$ cat config.mk
export PLATFORM = sky130hd
export DESIGN_NAME = seq_divider_flat
export DESIGN_NICKNAME = d
export VERILOG_FILES = /design/src/rtl/div_pkg.sv /design/src/rtl/seq_divider_if.sv /design/src/rtl/div_step.sv /design/src/rtl/full_adder.sv /design/src/rtl/seq_divider.sv /design/src/flat_wrapper.sv
export SDC_FILE = /design/constraint.sdc
export NUM_CORES = 1
export LEC_CHECK = 0
export ABC_AREA = 1
export CORE_UTILIZATION = 51
export DETAILED_ROUTE_END_ITERATION = 8
export PLACE_DENSITY_LB_ADDON = 0.12
export SYNTH_ARGS = -nofsm -noshare
export SYNTH_HDL_FRONTEND = slang
export SYNTH_SLANG_ARGS = --single-unit
$ cat constraint.sdc
create_clock -name clk -period 2.1 [get_ports clk]
set_input_delay 0.63 -clock clk [delete_from_list [all_inputs] [get_ports clk]]
set_output_delay 0.63 -clock clk [all_outputs]
set_load 0.01 [all_outputs]
$ cat src/rtl/div_pkg.sv
// Shared types and defaults for the sequential restoring divider.
package div_pkg;

  localparam int unsigned WDefault = 3;

  typedef enum logic [1:0] {
    StIdle,
    StCalc,
    StDone
  } state_e;

endpackage

$ cat src/rtl/seq_divider_if.sv
// Request/result bundle between a divider client (master) and seq_divider (slave).
interface seq_divider_if #(
  parameter int unsigned W = div_pkg::WDefault
) ();

  logic           start;
  logic [2*W-1:0] dividend;
  logic [W-1:0]   divisor;
  logic           busy;
  logic           done;
  logic           div_by_zero;
  logic [2*W-1:0] quotient;
  logic [W-1:0]   remainder;

  modport master (
    output start, dividend, divisor,
    input  busy, done, div_by_zero, quotient, remainder
  );

  modport slave (
    input  start, dividend, divisor,
    output busy, done, div_by_zero, quotient, remainder
  );

endinterface

$ cat src/rtl/div_step.sv
// Trial subtract r - divisor for one restoring step: ripple of full adders on ~divisor, cin = 1.
module div_step
  import div_pkg::*;
#(
  parameter int unsigned W = WDefault
) (
  input  logic [W:0]   r,
  input  logic [W-1:0] divisor,
  output logic [W-1:0] diff,
  output logic         borrow
);

  logic [W:0] carry;

  assign carry[0] = 1'b1;

  for (genvar i = 0; i < W; i++) begin : g_fa
    full_adder u_fa (
      .a    (r[i]),
      .b    (~divisor[i]),
      .cin  (carry[i]),
      .sum  (diff[i]),
      .cout (carry[i+1])
    );
  end

  // Top stage subtracts a zero divisor bit; only its carry matters since a kept
  // difference is always below the divisor and fits in W bits.
  assign borrow = ~(r[W] | carry[W]);

endmodule

$ cat src/rtl/full_adder.sv
// One-bit full adder cell.
module full_adder (
  input  logic a,
  input  logic b,
  input  logic cin,
  output logic sum,
  output logic cout
);

  assign sum  = a ^ b ^ cin;
  assign cout = (a & b) | (cin & (a ^ b));

endmodule

$ cat src/rtl/seq_divider.sv
// Unsigned restoring divider: 2W-bit dividend / W-bit divisor, one quotient bit per clock.
module seq_divider
  import div_pkg::*;
#(
  parameter int unsigned W = WDefault
) (
  input  logic        clk,
  input  logic        rst_n,
  seq_divider_if.slave bus
);

  localparam int unsigned    CntW     = $clog2(2 * W + 1);
  localparam logic [CntW-1:0] LastIter = CntW'(2 * W - 1);

  state_e         state_q, state_d;
  logic [CntW-1:0] cnt_q, cnt_d;
  // Dividend bits shift out of the top while quotient bits shift in at the bottom.
  logic [2*W-1:0] dvd_q, dvd_d;
  logic [W-1:0]   dsr_q, dsr_d;
  logic [W-1:0]   r_q, r_d;
  logic [2*W-1:0] quotient_q, quotient_d;
  logic [W-1:0]   remainder_q, remainder_d;
  logic           dbz_q, dbz_d;

  logic [W:0]     r_shift;
  logic [W-1:0]   diff;
  logic           borrow;

  assign r_shift = {r_q, dvd_q[2*W-1]};

  div_step #(.W(W)) u_step (
    .r       (r_shift),
    .divisor (dsr_q),
    .diff    (diff),
    .borrow  (borrow)
  );

  always_comb begin
    state_d     = state_q;
    cnt_d       = cnt_q;
    dvd_d       = dvd_q;
    dsr_d       = dsr_q;
    r_d         = r_q;
    quotient_d  = quotient_q;
    remainder_d = remainder_q;
    dbz_d       = dbz_q;
    unique case (state_q)
      StIdle: begin
        if (bus.start) begin
          if (bus.divisor == '0) begin
            state_d     = StDone;
            quotient_d  = '1;
            remainder_d = '0;
            dbz_d       = 1'b1;
          end else begin
            state_d = StCalc;
            dvd_d   = bus.dividend;
            dsr_d   = bus.divisor;
            r_d     = '0;
            cnt_d   = '0;
          end
        end
      end
      StCalc: begin
        r_d   = borrow ? r_shift[W-1:0] : diff;
        dvd_d = {dvd_q[2*W-2:0], ~borrow};
        cnt_d = cnt_q + CntW'(1);
        if (cnt_q == LastIter) begin
          state_d     = StDone;
          quotient_d  = dvd_d;
          remainder_d = r_d;
          dbz_d       = 1'b0;
        end
      end
      StDone: state_d = StIdle;
      default: state_d = StIdle;
    endcase
  end

  always_ff @(posedge clk or negedge rst_n) begin
    if (!rst_n) begin
      state_q     <= StIdle;
      cnt_q       <= '0;
      dvd_q       <= '0;
      dsr_q       <= '0;
      r_q         <= '0;
      quotient_q  <= '0;
      remainder_q <= '0;
      dbz_q       <= 1'b0;
    end else begin
      state_q     <= state_d;
      cnt_q       <= cnt_d;
      dvd_q       <= dvd_d;
      dsr_q       <= dsr_d;
      r_q         <= r_d;
      quotient_q  <= quotient_d;
      remainder_q <= remainder_d;
      dbz_q       <= dbz_d;
    end
  end

  assign bus.busy        = (state_q == StCalc);
  assign bus.done        = (state_q == StDone);
  assign bus.div_by_zero = dbz_q;
  assign bus.quotient    = quotient_q;
  assign bus.remainder   = remainder_q;

endmodule

$ cat src/flat_wrapper.sv
// flat-port wrapper written by rule: the top's interface ports become plain ports
module seq_divider_flat import div_pkg::*;
#(
  parameter int unsigned W = WDefault
)
  (clk, rst_n, bus_start, bus_dividend, bus_divisor, bus_busy, bus_done, bus_div_by_zero, bus_quotient, bus_remainder);
  seq_divider_if #(.W(W)) bus_i ();
  input  logic clk;
  input  logic rst_n;
  input wire logic [$bits(bus_i.start)-1:0] bus_start;
  input wire logic [$bits(bus_i.dividend)-1:0] bus_dividend;
  input wire logic [$bits(bus_i.divisor)-1:0] bus_divisor;
  output wire logic [$bits(bus_i.busy)-1:0] bus_busy;
  output wire logic [$bits(bus_i.done)-1:0] bus_done;
  output wire logic [$bits(bus_i.div_by_zero)-1:0] bus_div_by_zero;
  output wire logic [$bits(bus_i.quotient)-1:0] bus_quotient;
  output wire logic [$bits(bus_i.remainder)-1:0] bus_remainder;
  assign bus_i.start = bus_start;
  assign bus_i.dividend = bus_dividend;
  assign bus_i.divisor = bus_divisor;
  assign bus_busy = bus_i.busy;
  assign bus_done = bus_i.done;
  assign bus_div_by_zero = bus_i.div_by_zero;
  assign bus_quotient = bus_i.quotient;
  assign bus_remainder = bus_i.remainder;
  seq_divider #(.W(W)) u_core (.clk(clk), .rst_n(rst_n), .bus(bus_i));
endmodule
After elaboration in Yosys (flattened, before gate mapping)
Index checks and enable logic that the tools add are counted.
- bits in registers: 27
- input port bits: 12
- output and inout port bits: 12
- multiplexer cells: 24
- $add $sub $neg: 1
- reductions and logical operators: 7
- bitwise gates (word level): 19
- equal/unequal tests: 7
- operators with widths (operator ; number):
    $mux 6 ; 5
    $pmux 6 s2 ; 2
    $mux 3 ; 6
    $pmux 3 s2 ; 3
    $mux 2 ; 3
    $reduce_and 3->1 ; 2
    $and 1x1->1 ; 5
    $not 1->1 ; 5
    $xor 1x1->1 ; 5
    $ne 2x1->1 const B ; 2
    $ne 2x2->1 const B ; 2
    $or 1x1->1 ; 4
    $pmux 2 s2 ; 1
    $reduce_and 4->1 ; 1
    $add 3x1->3 const B ; 1
    $eq 3x3->1 const B ; 1
    $logic_not 3->1 ; 1
    $mux 1 ; 3
    $eq 2x1->1 const B ; 1
    $eq 2x2->1 const B ; 1
    $logic_not 2->1 ; 1
    $pmux 1 s2 ; 1
    $reduce_and 2->1 ; 1
    $reduce_bool 2->1 ; 1

Logic depth before layout (Yosys ltp)
- word-level depth: 11
- depth in mapped cells: 13

Cells and area by module
From an unflattened synthesis, not the netlist that was laid out.
- cell total of the unflattened synthesis: 160
- area, all modules: 1363.8 um^2
- by module, submodules not included (module ; area each (um^2) ; times used ; cells each):
    seq_divider ; 1285.0 ; 1 ; 152
    full_adder ; 20.0 ; 3 ; 1
    div_step ; 18.8 ; 1 ; 5

Least setup slack after synthesis
No wires, ideal clock.
- path kind: register to register
- start point: reg u_core.dvd_q[5]
- end point: reg u_core.remainder_q[0], in the netlist u_core.bus.remainder[0]
- path slack: 0.254 ns
- path buffers: 0
- clock period less this slack: 1.846 ns
- cell stages (with the launch flop): 14
- arrival time: 1.730 ns
- setup time: 0.116 ns
- required time: 1.984 ns
- cell sequence: dfrtp_1 inv_1 ha_1 inv_1 fa_1 inv_1 fa_1 inv_1 nor2_1 nand2_1 nand2_2 nor2_1 nand2_1 nand2_1
- word-level cells in the longest chain between the ends: 10
- ends and longest elaborated chain (element ; RTL line ; text):
    start: declaration ; seq_divider.sv:18 ; logic [2*W-1:0] dvd_q, dvd_d;
    start signal: assignment ; seq_divider.sv:93 ; dvd_q <= dvd_d;
    $and 1x1->1 or $xor 1x1->1 (tied branches) ; full_adder.sv:11, full_adder.sv:10 ;
    $or 1x1->1 ; full_adder.sv:11 ; assign cout = (a & b) | (cin & (a ^ b));
    $and 1x1->1 ; full_adder.sv:11 ;
    $or 1x1->1 ; full_adder.sv:11 ;
    $and 1x1->1 ; full_adder.sv:11 ;
    $or 1x1->1 ; full_adder.sv:11 ;
    $or 1x1->1 ; div_step.sv:29 ; assign borrow = ~(r[W] | carry[W]);
    $mux 3 * ; seq_divider.sv:65 ; r_d = borrow ? r_shift[W-1:0] : diff;
    $mux 3 * ; seq_divider.sv:68 ; if (cnt_q == LastIter) begin
    $pmux 3 s2 * ; seq_divider.sv:47 ; unique case (state_q)
    end signal: assignment ; seq_divider.sv:97 ; remainder_q <= remainder_d;
    end: declaration ; seq_divider.sv:22 ; logic [W-1:0] remainder_q, remainder_d;
Mark *: on every way between the ends. The rest lies on a longest branch, timed or not. The select of a mux whose other input is x is not followed.
A chain may end at the register's enable or synchronous reset.

Final worst setup path
- start point: reg u_core.state_q[0]
- end point: out bus_busy
- word-level cells in the longest chain between the ends: 1
- ends and longest elaborated chain (element ; RTL line ; text):
    start: declaration ; seq_divider.sv:15 ; state_e state_q, state_d;
    start signal: assignment ; seq_divider.sv:82 ; state_q <= StIdle;
    start signal: assignment ; seq_divider.sv:91 ; state_q <= state_d;
    $eq 2x1->1 ; seq_divider.sv:102 ; assign bus.busy = (state_q == StCalc);
    end: declaration ; flat_wrapper.sv:13 ; output wire logic [$bits(bus_i.busy)-1:0] bus_busy;
No other way between the ends.

==> report_table.html <==
<table>
<tr><th>Metric</th><th>Value</th></tr>
<tr><th colspan="2">Clock network</th></tr>
<tr><td># clock sinks</td><td>27</td></tr>
<tr><td>Insertion delay to the later sink of the worst-skew pair</td><td>0.33 ns</td></tr>
<tr><td>Number of H-tree levels</td><td>1</td></tr>
<tr><td>Clock tree from TritonCTS</td><td>done</td></tr>
<tr><td>Clock transition time at the flip-flop clock pins of the worst setup and hold paths</td><td>between 0.15 and 0.2 ns</td></tr>
<tr><td>Clock buffer count from CTS</td><td>3</td></tr>
<tr><td>Cell at the root of the clock tree</td><td>clkbuf_4</td></tr>
<tr><td>Hold-fix buffers at CTS</td><td>0</td></tr>
<tr><td>Longest Clk Path Bufs</td><td>2</td></tr>
<tr><th colspan="2">Synth</th></tr>
<tr><td>Post-synthesis mux area share</td><td>0%</td></tr>
<tr><td>Simple-gate portion of the synthesized area</td><td>30.96%</td></tr>
<tr><td>Sequential area share after synthesis</td><td>49.32%</td></tr>
<tr><td>Post-Synth XOR/XNOR Area</td><td>0%</td></tr>
<tr><td>Number of library cell types mapped by synthesis</td><td>20</td></tr>
<tr><td>Nets in the synthesized netlist</td><td>182</td></tr>
<tr><td>Area fraction in compound gates after synthesis</td><td>6.849%</td></tr>
<tr><td>Cell taking the most area after synthesis</td><td>dfrtp_1</td></tr>
<tr><td>Main combinational cell family by area after synthesis</td><td>simple AND/OR/NAND/NOR gates</td></tr>
<tr><td>Number of flip-flops and latches in the synthesized netlist</td><td>27</td></tr>
<tr><td>Post-synthesis share of cell area spent on full adders, half adders and majority gates</td><td>around 5.7%</td></tr>
<tr><td>Syn_area_per_cell</td><td>8.303 um^2</td></tr>
<tr><td>Yosys warnings</td><td>0</td></tr>
<tr><td>Proportion of netlist area held by the largest area contributor</td><td>49.32%</td></tr>
<tr><td>Post-Synthesis Cells</td><td>165</td></tr>
<tr><td>Cell area after synthesis</td><td>1370 um^2</td></tr>
<tr><td>Area contributors post-synth</td><td>dfrtp_1 (49%), nand2_1 (17%), inv_1 (4.9%)</td></tr>
<tr><th colspan="2">Cells and area</th></tr>
<tr><td>Layout Utilization</td><td>between 60% and 70%</td></tr>
<tr><td>Layout overhead on the synthesized area</td><td>24.11%</td></tr>
<tr><td>Number of filler instances in the final layout</td><td>210</td></tr>
<tr><td>Fraction of layout instances using a drive strength above 1</td><td>between 10% and 20%</td></tr>
<tr><td>Net count, final</td><td>215</td></tr>
<tr><td>Count of antenna diodes in the layout</td><td>0</td></tr>
<tr><th colspan="2">Timing</th></tr>
<tr><td>Post-layout minimum cycle time</td><td>~2 ns</td></tr>
<tr><td>Hold Worst Slack</td><td>between 0.4 and 0.5 ns</td></tr>
<tr><td>Final setup TNS</td><td>0 ns</td></tr>
<tr><td>Skew final</td><td>roughly 0.023 ns</td></tr>
<tr><td>Final Worst Setup Slack</td><td>0.1098 ns</td></tr>
<tr><td>Unrepaired setup endpoints after global routing</td><td>false</td></tr>
<tr><td>F_max</td><td>approximately 0.50 GHz</td></tr>
<tr><td>Worst Tran Pin Value</td><td>about 0.34 ns</td></tr>
<tr><td>Final setup violating endpoints</td><td>0</td></tr>
<tr><td>Hold violation total from the final report</td><td>0</td></tr>
<tr><td>Worst relative slew slack</td><td>between 70% and 80%</td></tr>
<tr><td>Fin crit share</td><td>94.77%</td></tr>
<tr><td>Count of pins over their slew limit</td><td>0</td></tr>
<tr><th colspan="2">Detailed routing</th></tr>
<tr><td>Count of TritonRoute iterations in the first routing pass</td><td>4</td></tr>
<tr><td>Overall routed net length</td><td>2811 um</td></tr>
<tr><td>Via total after detailed routing</td><td>1,118</td></tr>
<tr><td>DR iter-0 viols</td><td>41</td></tr>
<tr><td>Routed length per instance</td><td>12.38 um</td></tr>
<tr><td>Antenna viol nets, final</td><td>0</td></tr>
<tr><td>Detailed-route DRC error count</td><td>0</td></tr>
<tr><td>Per-cell via count in the routed design</td><td>4.925</td></tr>
<tr><th colspan="2">Floorplan</th></tr>
<tr><td>Row Count</td><td>18</td></tr>
<tr><td>Initial core utilization</td><td>a little over half</td></tr>
<tr><td>Placeable core area</td><td>between 2000 and 2500 um^2</td></tr>
<tr><td>Ports placed on the boundary</td><td>24</td></tr>
<tr><td>Die ar.</td><td>2898 um^2</td></tr>
<tr><td>DIE WIDTH</td><td>53.83 um</td></tr>
<tr><td>Die Y-Extent</td><td>53.83 um</td></tr>
<tr><th colspan="2">Setup path</th></tr>
<tr><td>Slowest library cell on the worst path</td><td>dfrtp_2</td></tr>
<tr><td>Slack of the worst reg-to-reg path</td><td>0.15 ns</td></tr>
<tr><td>Longest individual stage delay on the worst path</td><td>0.44 ns</td></tr>
<tr><td>End of the worst register-to-register path</td><td>u_core.bus.remainder[0]</td></tr>
<tr><td>Bufs and invs on worst path</td><td>3</td></tr>
<tr><td>Top delay family on crit path</td><td>buffers and inverters</td></tr>
<tr><td>Critical path launch point type</td><td>register</td></tr>
<tr><td>Critical path type</td><td>reg2out</td></tr>
<tr><td>Data required time at the worst endpoint</td><td>1.47 ns</td></tr>
<tr><td>Worst reg2reg startpoint</td><td>u_core.dvd_q[5]</td></tr>
<tr><td>Critical-path maximum fanout</td><td>4</td></tr>
<tr><td>Number of logic stages on the critical path including buffering</td><td>4</td></tr>
<tr><td>Destination of the critical timing path</td><td>bus_busy</td></tr>
<tr><td>Data arrival time of the critical path</td><td>1.36 ns</td></tr>
<tr><td>Critical Path Sink Type</td><td>output pin</td></tr>
<tr><td>Worst R2R Path Depth</td><td>13</td></tr>
<tr><td>Ordered list of cells on the worst path</td><td>buf_4 -&gt; nand2_4 -&gt; clkinv_2 -&gt; dlygate4sd2_1</td></tr>
<tr><td>Launching instance or port of the critical path</td><td>u_core.state_q[0]</td></tr>
<tr><th colspan="2">Placed design</th></tr>
<tr><td>IO Port Bufs</td><td>23</td></tr>
<tr><td>GP Congestion</td><td>0.8232</td></tr>
<tr><td>Estimated wirelength of the detail-placed design</td><td>between 2000 and 2500 um</td></tr>
<tr><td>Worst slack at placement</td><td>0.02589 ns</td></tr>
<tr><th colspan="2">Status</th></tr>
<tr><td>Status</td><td>complete, no violations</td></tr>
<tr><th colspan="2">Hold path</th></tr>
<tr><td>Kind of path behind the tightest hold check</td><td>reg2reg</td></tr>
<tr><th colspan="2">GRT</th></tr>
<tr><td>Overall fraction of global-route tracks in use</td><td>22.76%</td></tr>
<tr><td>First-pass GRT wire length</td><td>4671 um</td></tr>
<tr><td>Maximum number of pins on one net before global-route repair</td><td>28</td></tr>
<tr><td>Initial antenna violation count</td><td>0</td></tr>
<tr><td>Vias in the first global route</td><td>1,102</td></tr>
<tr><td>Total congestion overflow</td><td>0</td></tr>
<tr><th colspan="2">Power and ir drop</th></tr>
<tr><td>Final Power</td><td>2679 uW</td></tr>
<tr><td>Leakage power total</td><td>0.0008833 uW</td></tr>
<tr><td>Pwr per Cell Area</td><td>1576 nW/um^2</td></tr>
<tr><td>Worst vdd rail ir drop</td><td>~0.0011 V</td></tr>
<tr><th colspan="2">Run</th></tr>
<tr><td>Max-capacitance violation count</td><td>0</td></tr>
</table>
layout by cell type (no fill, tap or decap), drive strengths merged, types with 3 or more instances in the layout:
cell	Yosys	final
nand4	7	7
nor2	12	12
buf	2	7
ha	3	3
nand2	69	69
inv	19	19
nand3	4	4
clkbuf	0	3
o21ai	17	17
dfrtp	27	27
clkdlybuf4s50	0	21
stage by stage:
| step | instance area (um^2) | std cells |
|---|---|---|
| after global routing | 1700 | 227 |
| after detailed placement | 1645 | 220 |
| after CTS | 1695 | 227 |
| final | 1700 | 227 |
| after floorplan | 1370 | 165 |
| after global placement | 1645 | 220 |
logic make-up after synthesis:
| family | Yosys count |
|---|---|
| adders and majority gates | 5 |
| DFF | 27 |
| and+or+nand+nor | 93 |
| buffers and inverters | 22 |
| AOI/OAI and AO/OA | 18 |
power by group:
| part | switching (uW) | internal, uW | leakage [uW] |
|---|---|---|---|
| combinational | 910 | 636 | 0.000534 |
| sequential | 144 | 767 | 0.000332 |
| clock | 151 | 71.3 | 0.0000177 |
| total | 1200 | 1470 | 0.000883 |
worst reg2reg max path, delay by kind of cell, from the launching register on:
family / cells / cell delay [ns]
adder cells (fa/ha/maj): 3 / 0.65
flip-flops: 1 / 0.40
AND/OR/NAND/NOR: 6 / 0.57
buffers and inverters: 4 / 0.24
cells in the mapped netlist, drive strengths merged:
master  number
nand2       69
clkinv       1
nand3        4
a21oi        1
or2          1
dfrtp       27
o21ai       17
inv         19
nand4        7
ha           3
fa           2
buf          2
nor2        12
per-layer routing:
layer | GRT usage, % | share of wire [%] | up-vias
li1 | - | - | 580
met1 | 29.39 | 48 | 511
met2 | 38.07 | 46 | 23
met3 | 2.542 | 3.8 | 4
met4 | 10.09 | 1.3 | 0
met5 | 0 | 0 | -
flip-flops by register name, indices dropped and copies added (netlist names):
| name | flops |
|---|---|
| u_core.bus.quotient | 6 |
| u_core.dvd_q | 6 |
| u_core.bus.remainder | 3 |
| u_core.cnt_q | 3 |
| u_core.dsr_q | 3 |
| u_core.r_q | 3 |
| u_core.state_q | 2 |
| u_core.bus.div_by_zero | 1 |
what timing repair did:
action	4_1_cts	5_1_grt
resized for setup	2	2
setup endpoints to repair	2	8
buffers inserted	3	0
worst min-delay path by stage:
stage,depth (start not counted),from,slack [ns],to
2_1_floorplan,0,rst_n,0.33,u_core.bus.div_by_zero
6_report,2,u_core.dsr_q[0],0.50,u_core.dsr_q[0]
3_3_place_gp,2,u_core.bus.div_by_zero,0.46,u_core.bus.div_by_zero
4_1_cts,2,u_core.bus.div_by_zero,0.50,u_core.bus.div_by_zero
5_1_grt,2,u_core.bus.remainder[1],0.52,u_core.bus.remainder[1]
3_5_place_dp,2,u_core.bus.div_by_zero,0.46,u_core.bus.div_by_zero
cell type report:
class / count / area, um^2 / share of cell area, %
flip-flops and latches: 27 / 676.9 / 39.81
multi-input cells: 116 / 598.1 / 35.17
repair buffers: 30 / 284.0 / 16.70
inverters: 20 / 76.32 / 4.489
well taps: 30 / 37.54 / 2.208
clock buffers: 3 / 22.52 / 1.325
clock inverters: 1 / 5.005 / 0.2943
(Power assumes the default switching activity.)
